===== src/rtl/on_chip_mem_burst_reader_if.sv =====
// Capture-RAM read port plus the outgoing sample stream of the burst reader.
// Latency: none, this is wiring only.
// Backpressure: out_ready flows from the consumer back to the reader.
interface on_chip_mem_burst_reader_if #(
  parameter int ADDR_W = 17,
  parameter int DATA_W = 16
);
  logic [ADDR_W-1:0] mem_address;
  logic              mem_chipselect;
  logic              mem_clken;
  logic              mem_write;
  logic [DATA_W-1:0] mem_readdata;
  logic [DATA_W-1:0] out_data;
  logic              out_valid;
  logic              out_ready;
  logic              out_last;

  // Reader side: drives RAM requests and the sample stream.
  modport master (
    output mem_address, mem_chipselect, mem_clken, mem_write,
    input  mem_readdata,
    output out_data, out_valid, out_last,
    input  out_ready
  );

  // RAM / consumer side.
  modport slave (
    input  mem_address, mem_chipselect, mem_clken, mem_write,
    output mem_readdata,
    input  out_data, out_valid, out_last,
    output out_ready
  );
endinterface


===== src/rtl/on_chip_mem_burst_reader.sv =====
// Streams `length` samples from capture RAM starting at start_addr, wrapping at DEPTH.
// Latency: first out_valid RD_LATENCY+1 edges after start acceptance, then one sample per cycle.
// Backpressure: out_ready stalls the stream; RAM requests are credit-limited by FIFO room, so nothing is dropped.
// Optional: ON_CHIP_MEM_BURST_READER_DECIMATE_EN adds a `decim` address-step input.
module on_chip_mem_burst_reader #(
  parameter int ADDR_W     = 17,
  parameter int DATA_W     = 16,
  parameter int DEPTH      = 131072,
  parameter int RD_LATENCY = 2
) (
  input  logic              clk,
  input  logic              reset_n,
  input  logic              start,
  input  logic [ADDR_W-1:0] start_addr,
  input  logic [ADDR_W:0]   length,
`ifdef ON_CHIP_MEM_BURST_READER_DECIMATE_EN
  input  logic [ADDR_W-1:0] decim,
`endif
  output logic              busy,
  output logic              done,
  on_chip_mem_burst_reader_if.master bus
);

  localparam int FIFO_DEPTH = RD_LATENCY + 2;
  localparam int PTR_W      = $clog2(FIFO_DEPTH);
  localparam int CNT_W      = $clog2(FIFO_DEPTH + 1);
  localparam int OCC_W      = $clog2(FIFO_DEPTH + RD_LATENCY + 2) + 1;
  localparam logic [ADDR_W:0] DEPTH_W = (ADDR_W+1)'(DEPTH);
  localparam logic [ADDR_W:0] ONE_W   = (ADDR_W+1)'(1);

  typedef enum logic [1:0] {S_IDLE, S_READ, S_DRAIN, S_FINISH} state_e;

  state_e                state_q, state_d;
  logic [ADDR_W-1:0]     addr_q, addr_d;
  logic                  cs_q, cs_d;
  logic [ADDR_W:0]       req_rem_q, req_rem_d;
  logic [ADDR_W:0]       out_rem_q, out_rem_d;
  logic [RD_LATENCY-1:0] vld_sr_q, vld_sr_d;
  logic [PTR_W-1:0]      wr_ptr_q, wr_ptr_d, rd_ptr_q, rd_ptr_d;
  logic [CNT_W-1:0]      cnt_q, cnt_d;
  logic [DATA_W-1:0]     fifo_mem_q [FIFO_DEPTH];

  logic [ADDR_W-1:0]     step;
  logic                  push, pop, credit_ok;
  logic [OCC_W-1:0]      occ;
  logic [ADDR_W:0]       addr_sum;
  logic [ADDR_W-1:0]     addr_nxt;

`ifdef ON_CHIP_MEM_BURST_READER_DECIMATE_EN
  logic [ADDR_W-1:0]     step_q, step_d;
  assign step = step_q;
`else
  assign step = ADDR_W'(1);
`endif

  // FIFO handshake, outstanding-sample credit and the next modulo-DEPTH address.
  always_comb begin
    push = vld_sr_q[RD_LATENCY-1];
    pop  = (cnt_q != '0) && bus.out_ready;
    occ  = OCC_W'(cnt_q) + OCC_W'(cs_q);
    for (int i = 0; i < RD_LATENCY; i++) occ = occ + OCC_W'(vld_sr_q[i]);
    // A pop this cycle frees a slot, so it is credited before the room check.
    credit_ok = (occ - OCC_W'(pop)) < OCC_W'(FIFO_DEPTH);
    addr_sum  = {1'b0, addr_q} + {1'b0, step};
    if (addr_sum >= DEPTH_W) addr_sum = addr_sum - DEPTH_W;
    addr_nxt  = addr_sum[ADDR_W-1:0];
  end

  // Block FSM: accepts start, issues exactly `length` requests, waits for the last beat.
  always_comb begin
    state_d   = state_q;
    addr_d    = addr_q;
    cs_d      = 1'b0;
    req_rem_d = req_rem_q;
    out_rem_d = pop ? (out_rem_q - ONE_W) : out_rem_q;
`ifdef ON_CHIP_MEM_BURST_READER_DECIMATE_EN
    step_d    = step_q;
`endif
    case (state_q)
      S_IDLE: begin
        if (start) begin
          out_rem_d = length;
          req_rem_d = length;
`ifdef ON_CHIP_MEM_BURST_READER_DECIMATE_EN
          step_d    = (decim == '0) ? ADDR_W'(1) : decim;
`endif
          if (length == '0) begin
            state_d = S_FINISH;
          end else begin
            // First request goes out registered in the cycle after acceptance.
            state_d   = S_READ;
            cs_d      = 1'b1;
            addr_d    = start_addr;
            req_rem_d = length - ONE_W;
          end
        end
      end
      S_READ: begin
        if (req_rem_q == '0) begin
          state_d = S_DRAIN;
        end else if (credit_ok) begin
          cs_d      = 1'b1;
          addr_d    = addr_nxt;
          req_rem_d = req_rem_q - ONE_W;
          if (req_rem_q == ONE_W) state_d = S_DRAIN;
        end
      end
      S_DRAIN: begin
        if (pop && (out_rem_q == ONE_W)) state_d = S_FINISH;
      end
      S_FINISH: state_d = S_IDLE;
      default:  state_d = S_IDLE;
    endcase
  end

  // Latency tag shift register and FIFO pointer/count updates.
  always_comb begin
    vld_sr_d    = '0;
    vld_sr_d[0] = cs_q;
    for (int i = 1; i < RD_LATENCY; i++) vld_sr_d[i] = vld_sr_q[i-1];
    wr_ptr_d = wr_ptr_q;
    rd_ptr_d = rd_ptr_q;
    if (push) wr_ptr_d = (wr_ptr_q == PTR_W'(FIFO_DEPTH-1)) ? '0 : wr_ptr_q + PTR_W'(1);
    if (pop)  rd_ptr_d = (rd_ptr_q == PTR_W'(FIFO_DEPTH-1)) ? '0 : rd_ptr_q + PTR_W'(1);
    cnt_d = cnt_q + CNT_W'(push) - CNT_W'(pop);
  end

  // Control state; reset aborts a block and drops everything in flight.
  always_ff @(posedge clk or negedge reset_n) begin
    if (!reset_n) begin
      state_q   <= S_IDLE;
      addr_q    <= '0;
      cs_q      <= 1'b0;
      req_rem_q <= '0;
      out_rem_q <= '0;
      vld_sr_q  <= '0;
      wr_ptr_q  <= '0;
      rd_ptr_q  <= '0;
      cnt_q     <= '0;
    end else begin
      state_q   <= state_d;
      addr_q    <= addr_d;
      cs_q      <= cs_d;
      req_rem_q <= req_rem_d;
      out_rem_q <= out_rem_d;
      vld_sr_q  <= vld_sr_d;
      wr_ptr_q  <= wr_ptr_d;
      rd_ptr_q  <= rd_ptr_d;
      cnt_q     <= cnt_d;
    end
  end

`ifdef ON_CHIP_MEM_BURST_READER_DECIMATE_EN
  // Address step latched at block start.
  always_ff @(posedge clk or negedge reset_n) begin
    if (!reset_n) step_q <= ADDR_W'(1);
    else          step_q <= step_d;
  end
`endif

  // FIFO storage; contents are only visible through the count-qualified head.
  always_ff @(posedge clk) begin
    if (push) fifo_mem_q[wr_ptr_q] <= bus.mem_readdata;
  end

  assign bus.mem_address    = addr_q;
  assign bus.mem_chipselect = cs_q;
  assign bus.mem_clken      = 1'b1;
  assign bus.mem_write      = 1'b0;
  assign bus.out_valid      = (cnt_q != '0);
  assign bus.out_data       = (cnt_q != '0) ? fifo_mem_q[rd_ptr_q] : '0;
  assign bus.out_last       = (cnt_q != '0) && (out_rem_q == ONE_W);
  assign busy               = (state_q != S_IDLE);
  assign done               = (state_q == S_FINISH);

endmodule


===== src/flat_wrapper.sv =====
// flat-port wrapper written by rule: the top's interface ports become plain ports
module on_chip_mem_burst_reader_flat 
#(
  parameter int ADDR_W     = 17,
  parameter int DATA_W     = 16,
  parameter int DEPTH      = 131072,
  parameter int RD_LATENCY = 2
)
  (clk, reset_n, start, start_addr, length, busy, done, bus_mem_address, bus_mem_chipselect, bus_mem_clken, bus_mem_write, bus_mem_readdata, bus_out_data, bus_out_valid, bus_out_last, bus_out_ready);
  on_chip_mem_burst_reader_if #(.ADDR_W(ADDR_W), .DATA_W(DATA_W)) bus_i ();
  input  logic clk;
  input  logic reset_n;
  input  logic start;
  input  logic [ADDR_W-1:0] start_addr;
  input  logic [ADDR_W:0] length;
  output logic busy;
  output logic done;
  output wire logic [$bits(bus_i.mem_address)-1:0] bus_mem_address;
  output wire logic [$bits(bus_i.mem_chipselect)-1:0] bus_mem_chipselect;
  output wire logic [$bits(bus_i.mem_clken)-1:0] bus_mem_clken;
  output wire logic [$bits(bus_i.mem_write)-1:0] bus_mem_write;
  input wire logic [$bits(bus_i.mem_readdata)-1:0] bus_mem_readdata;
  output wire logic [$bits(bus_i.out_data)-1:0] bus_out_data;
  output wire logic [$bits(bus_i.out_valid)-1:0] bus_out_valid;
  output wire logic [$bits(bus_i.out_last)-1:0] bus_out_last;
  input wire logic [$bits(bus_i.out_ready)-1:0] bus_out_ready;
  assign bus_mem_address = bus_i.mem_address;
  assign bus_mem_chipselect = bus_i.mem_chipselect;
  assign bus_mem_clken = bus_i.mem_clken;
  assign bus_mem_write = bus_i.mem_write;
  assign bus_i.mem_readdata = bus_mem_readdata;
  assign bus_out_data = bus_i.out_data;
  assign bus_out_valid = bus_i.out_valid;
  assign bus_out_last = bus_i.out_last;
  assign bus_i.out_ready = bus_out_ready;
  on_chip_mem_burst_reader #(.ADDR_W(ADDR_W), .DATA_W(DATA_W), .DEPTH(DEPTH), .RD_LATENCY(RD_LATENCY)) u_core (.clk(clk), .reset_n(reset_n), .start(start), .start_addr(start_addr), .length(length), .busy(busy), .done(done), .bus(bus_i));
endmodule

===== config.mk =====
export PLATFORM = sky130hd
export DESIGN_NAME = on_chip_mem_burst_reader_flat
export DESIGN_NICKNAME = d
export VERILOG_FILES = /design/src/rtl/on_chip_mem_burst_reader_if.sv /design/src/rtl/on_chip_mem_burst_reader.sv /design/src/flat_wrapper.sv
export SDC_FILE = /design/constraint.sdc
export NUM_CORES = 1
export LEC_CHECK = 0
export ABC_AREA = 0
export BUFFER_PORTS_ARGS = -buffer_cell sky130_fd_sc_hd__buf_2
export CAP_MARGIN = 15
export CORE_MARGIN = 2
export CORE_UTILIZATION = 58
export DETAILED_ROUTE_END_ITERATION = 8
export PLACE_DENSITY = 0.8
export RECOVER_POWER = 25
export REMOVE_ABC_BUFFERS = 1
export SYNTH_ARGS = -nofsm -noshare
export SYNTH_HDL_FRONTEND = slang
export SYNTH_SLANG_ARGS = --single-unit

===== constraint.sdc =====
create_clock -name clk -period 4.7 [get_ports clk]
set_input_delay 0.705 -clock clk [delete_from_list [all_inputs] [get_ports clk]]
set_output_delay 0.705 -clock clk [all_outputs]
set_load 0.005 [all_outputs]

==> insert_results.sql <==
INSERT INTO impl_metrics (metric_group, metric, value, unit) VALUES
('setup_path', 'worst_path_dominant_cell_family', 'compound AO/OA/AOI/OAI gates', ''),
('finish', 'nNetsFinal', '797', ''),
('detailed_routing', 'avgRoutedWirePerCell', '18.1', 'um'),
('worst_hold_path', 'hold_path.class', 'flop to flop', ''),
('floorplanning', 'die_h', '114', 'um'),
('run_status', 'outcome', 'finished with violations', ''),
('floorplanning', 'die_width', '114', 'um'),
('place', 'dp.cells', '847', ''),
('sta', 'final_min_period_over_clock_period', '92.9', '%'),
('setup_path', 'timing.critical_path.arrival', '4.66', 'ns'),
('clock_network', 'max_h_tree_level', '4', ''),
('logic_synthesis', 'synth.top_cells.by_count', '65 x dfrtp_1, 64 x edfxtp_1, 58 x nand2_1', ''),
('logic_synthesis', 'avgSynthCellArea', '11.0', 'um2'),
('worst_hold_path', 'worstHoldEndpoint', 'u_core.vld_sr_q[1]$_DFF_PN0_', ''),
('detailed_routing', 'highest_layer', 'met4', ''),
('global_route', 'grt_pass1_vias', '5145', ''),
('logic_synthesis', 'async_reset_ff_share', '50.4', '%'),
('flow_run', 'timing.max_cap.violations', '1', ''),
('setup_path', 'crit_chain', 'o31ai_2 > xor2_1 > fa_1 > inv_1 > ha_1 > and3b_1 > or4_1 > a41oi_1 > and2_1 > buf_4 > nand2_1 > a22o_1', ''),
('finish', 'area_growth_syn_to_layout', '16.8', '%'),
('sta', 'setup_total_negative_slack', '0', 'ns'),
('place', 'place.gp.congestion', '0.930', ''),
('clock_network', 'clock_pin_transition_on_the_worst_setup_and_hold_timing_paths', '0.05', 'ns'),
('place', 'place.port_buffers', '92', ''),
('setup_path', 'critPathLaunchType', 'flop', ''),
('finish', 'antenna_cells', '0', ''),
('logic_synthesis', 'synth.ff_latch_count', '129', ''),
('floorplanning', 'core_area', '11900', 'um2'),
('place', 'place.detailed.hpwl', '10.8', 'mm'),
('detailed_routing', 'finalWirelength', '15.9', 'mm'),
('floorplanning', 'placementRows', '40', ''),
('sta', 'fmax', '229', 'MHz'),
('clock_network', 'clock_path_buffers', '2', ''),
('run_status', 'violations', 'capacitance limit, slew limit', ''),
('setup_path', 'critical_path_buffers_and_inverters', '2', ''),
('global_route', 'grt_antenna_before_repair', '0', ''),
('setup_path', 'crit-reg2reg-launch', 'u_core.cnt_q[1]$_DFF_PN0_', ''),
('setup_path', 'timing.reg2reg.setup_slack', '0.33', 'ns'),
('global_route', 'grt_first_pass_wirelength', '25.7', 'mm'),
('logic_synthesis', 'syn-cell-area', '6970', 'um2'),
('pwr', 'power.density', '695', 'nW/um2'),
('floorplanning', 'fp.dieArea', '12900', 'um2'),
('setup_path', 'cp_slowest_stage_delay', '0.89', 'ns'),
('sta', 'fin_max_slew_vios', '66', ''),
('clock_network', 'tritoncts', 'done', ''),
('clock_network', 'numCtsBuffers', '17', ''),
('setup_path', 'crit_slowest_cell', 'o31ai_2', ''),
('worst_hold_path', 'hold_path_startpoint', 'u_core.vld_sr_q[0]$_DFF_PN0_', ''),
('setup_path', 'endpoint_kind', 'flop', ''),
('place', 'place_worst_setup_slack', '0.389', 'ns'),
('clock_network', 'tritoncts_num_sinks', '129', ''),
('sta', 'setup_ws', '0.334', 'ns'),
('setup_path', 'critical_path_class', 'flop to flop', ''),
('detailed_routing', 'post-route-drc-count', '0', ''),
('sta', 'finalHoldViolCount', '0', ''),
('worst_hold_path', 'whs_path_depth', '0', ''),
('clock_network', 'postCtsSetupBuffers', '0', ''),
('setup_path', 'required', '5.00', 'ns'),
('detailed_routing', 'wl_met2', '7.76', 'mm'),
('floorplanning', 'ioPinCount', '95', ''),
('floorplanning', 'initial_core_util', '58.8', '%'),
('detailed_routing', 'antenna_left', '0', ''),
('logic_synthesis', 'synthTopCellsByArea', 'edfxtp_1 28%, dfrtp_1 23%, mux4_2 5.2%, o21ai_0 3.7%, ha_1 3.6%', ''),
('clock_network', 'worst_skew_pair.late_latency', '0.42', 'ns'),
('sta', 'tightest_slew', '3.52', 'ns'),
('sta', 'clock_skew', '0.00675', 'ns'),
('finish', 'stdcell_count', '879', ''),
('finish', 'drive_gt1_share', '21.2', '%'),
('sta', 'grt_setup_unrepaired', 'false', ''),
('global_route', 'grt_max_degree', '66', ''),
('detailed_routing', 'wl_met1', '6.87', 'mm');
worst reg2reg max path, cell delays in order (launching register included):
cell     delay (ns)
dfrtp_1        0.45
o31ai_2        0.89
xor2_1         0.19
fa_1           0.42
inv_1          0.07
ha_1           0.22
and3b_1        0.19
or4_1          0.51
a41oi_1        0.47
and2_1         0.20
buf_4          0.29
nand2_1        0.11
a22o_1         0.25
how the worst max path moves through the flow:
| stage | startpoint | slack (ns) | endpoint | depth (start not counted) |
|---|---|---|---|---|
| after detailed placement | u_core.cnt_q[0]$_DFF_PN0_ | 0.39 | u_core.req_rem_q[3]$_DFFE_PN0P_ | 12 |
| after floorplan | u_core.cnt_q[1]$_DFF_PN0_ | 0.23 | u_core.req_rem_q[12]$_DFFE_PN0P_ | 11 |
| after CTS | u_core.cnt_q[0]$_DFF_PN0_ | 0.36 | u_core.req_rem_q[3]$_DFFE_PN0P_ | 12 |
| after global routing | u_core.cnt_q[0]$_DFF_PN0_ | 0.04 | u_core.bus.mem_address[6]$_DFFE_PN0P_ | 11 |
| final | u_core.cnt_q[1]$_DFF_PN0_ | 0.33 | u_core.req_rem_q[3]$_DFFE_PN0P_ | 12 |
| after global placement | u_core.cnt_q[0]$_DFF_PN0_ | 0.60 | u_core.req_rem_q[3]$_DFFE_PN0P_ | 12 |
power by group:
group | switching [uW] | internal [uW] | total, uW | leakage (uW)
Sequential | 390 | 1580 | 1970 | 0.00137
Combinational | 1230 | 1030 | 2260 | 0.00149
Clock | 484 | 939 | 1420 | 0.000304
state kept, by name, summed over array words and instances, names as in the netlist:
name and cells:
u_core.state_q 2, u_core.out_rem_q 18, u_core.rd_ptr_q 2, u_core.bus.mem_chipselect 1, u_core.req_rem_q 18, u_core.fifo_mem_q 64
u_core.wr_ptr_q 2, u_core.cnt_q 3, u_core.bus.mem_address 17, u_core.vld_sr_q 2
final cells by class:
| cell class | count | area, um2 | share of cell area [%] |
|---|---|---|---|
| sequential | 129 | 3550 | 43.6 |
| multi-input combinational | 448 | 3170 | 38.9 |
| timing repair buffer | 99 | 509 | 6.26 |
| clock buffer | 18 | 429 | 5.27 |
| clock inverter | 13 | 209 | 2.57 |
| tap | 147 | 184 | 2.26 |
| inverter | 25 | 93.8 | 1.15 |
stage by stage:
step	util [%]	hold WS, ns	total power (uW)
2_1_floorplan	-	0.385	3450
3_3_place_gp	63.2	0.425	4060
3_5_place_dp	63.2	0.430	4190
4_1_cts	68.6	0.444	5640
5_1_grt	68.6	0.461	6040
6_report	68.6	0.438	5660
cell families after synthesis:
group	count (synthesis)	share of synthesized area, %
other cells	2	0.108
buf+inv	58	3.84
fa+ha+maj	22	4.17
flops	129	50.9
mux	26	6.64
compound gates	137	12.7
xor+xnor	29	3.64
simple gates	232	17.9
layer usage:
| metal | GRT usage [%] | up-vias |
|---|---|---|
| li1 | - | 2533 |
| met1 | 34.6 | 2624 |
| met2 | 40.2 | 230 |
| met3 | 6.85 | 21 |
| met4 | 9.11 | 0 |
| met5 | 0 | - |
layout by cell type, fill, tap and decap left out, types with 6 or more instances in the layout:
| cell | n |
|---|---|
| a22o_1 | 6 |
| o22ai_2 | 7 |
| xnor2_1 | 16 |
| clkbuf_1 | 18 |
| nor4_1 | 6 |
| ha_1 | 19 |
| nand3_1 | 24 |
| mux2i_1 | 8 |
| a21oi_1 | 25 |
| dfrtp_1 | 65 |
| o22ai_1 | 10 |
| xor2_1 | 13 |
| nor2b_1 | 21 |
| mux4_2 | 16 |
| and2_1 | 8 |
| buf_2 | 76 |
| edfxtp_1 | 64 |
| or3_1 | 11 |
| nor3_1 | 26 |
| clkbuf_16 | 17 |
| nand4_1 | 7 |
| nor2_1 | 26 |
| or4_1 | 6 |
| and3_1 | 9 |
| o21ai_0 | 51 |
| nand2_1 | 58 |
| inv_1 | 25 |
Note: power is estimated with default switching activity, not from simulation.
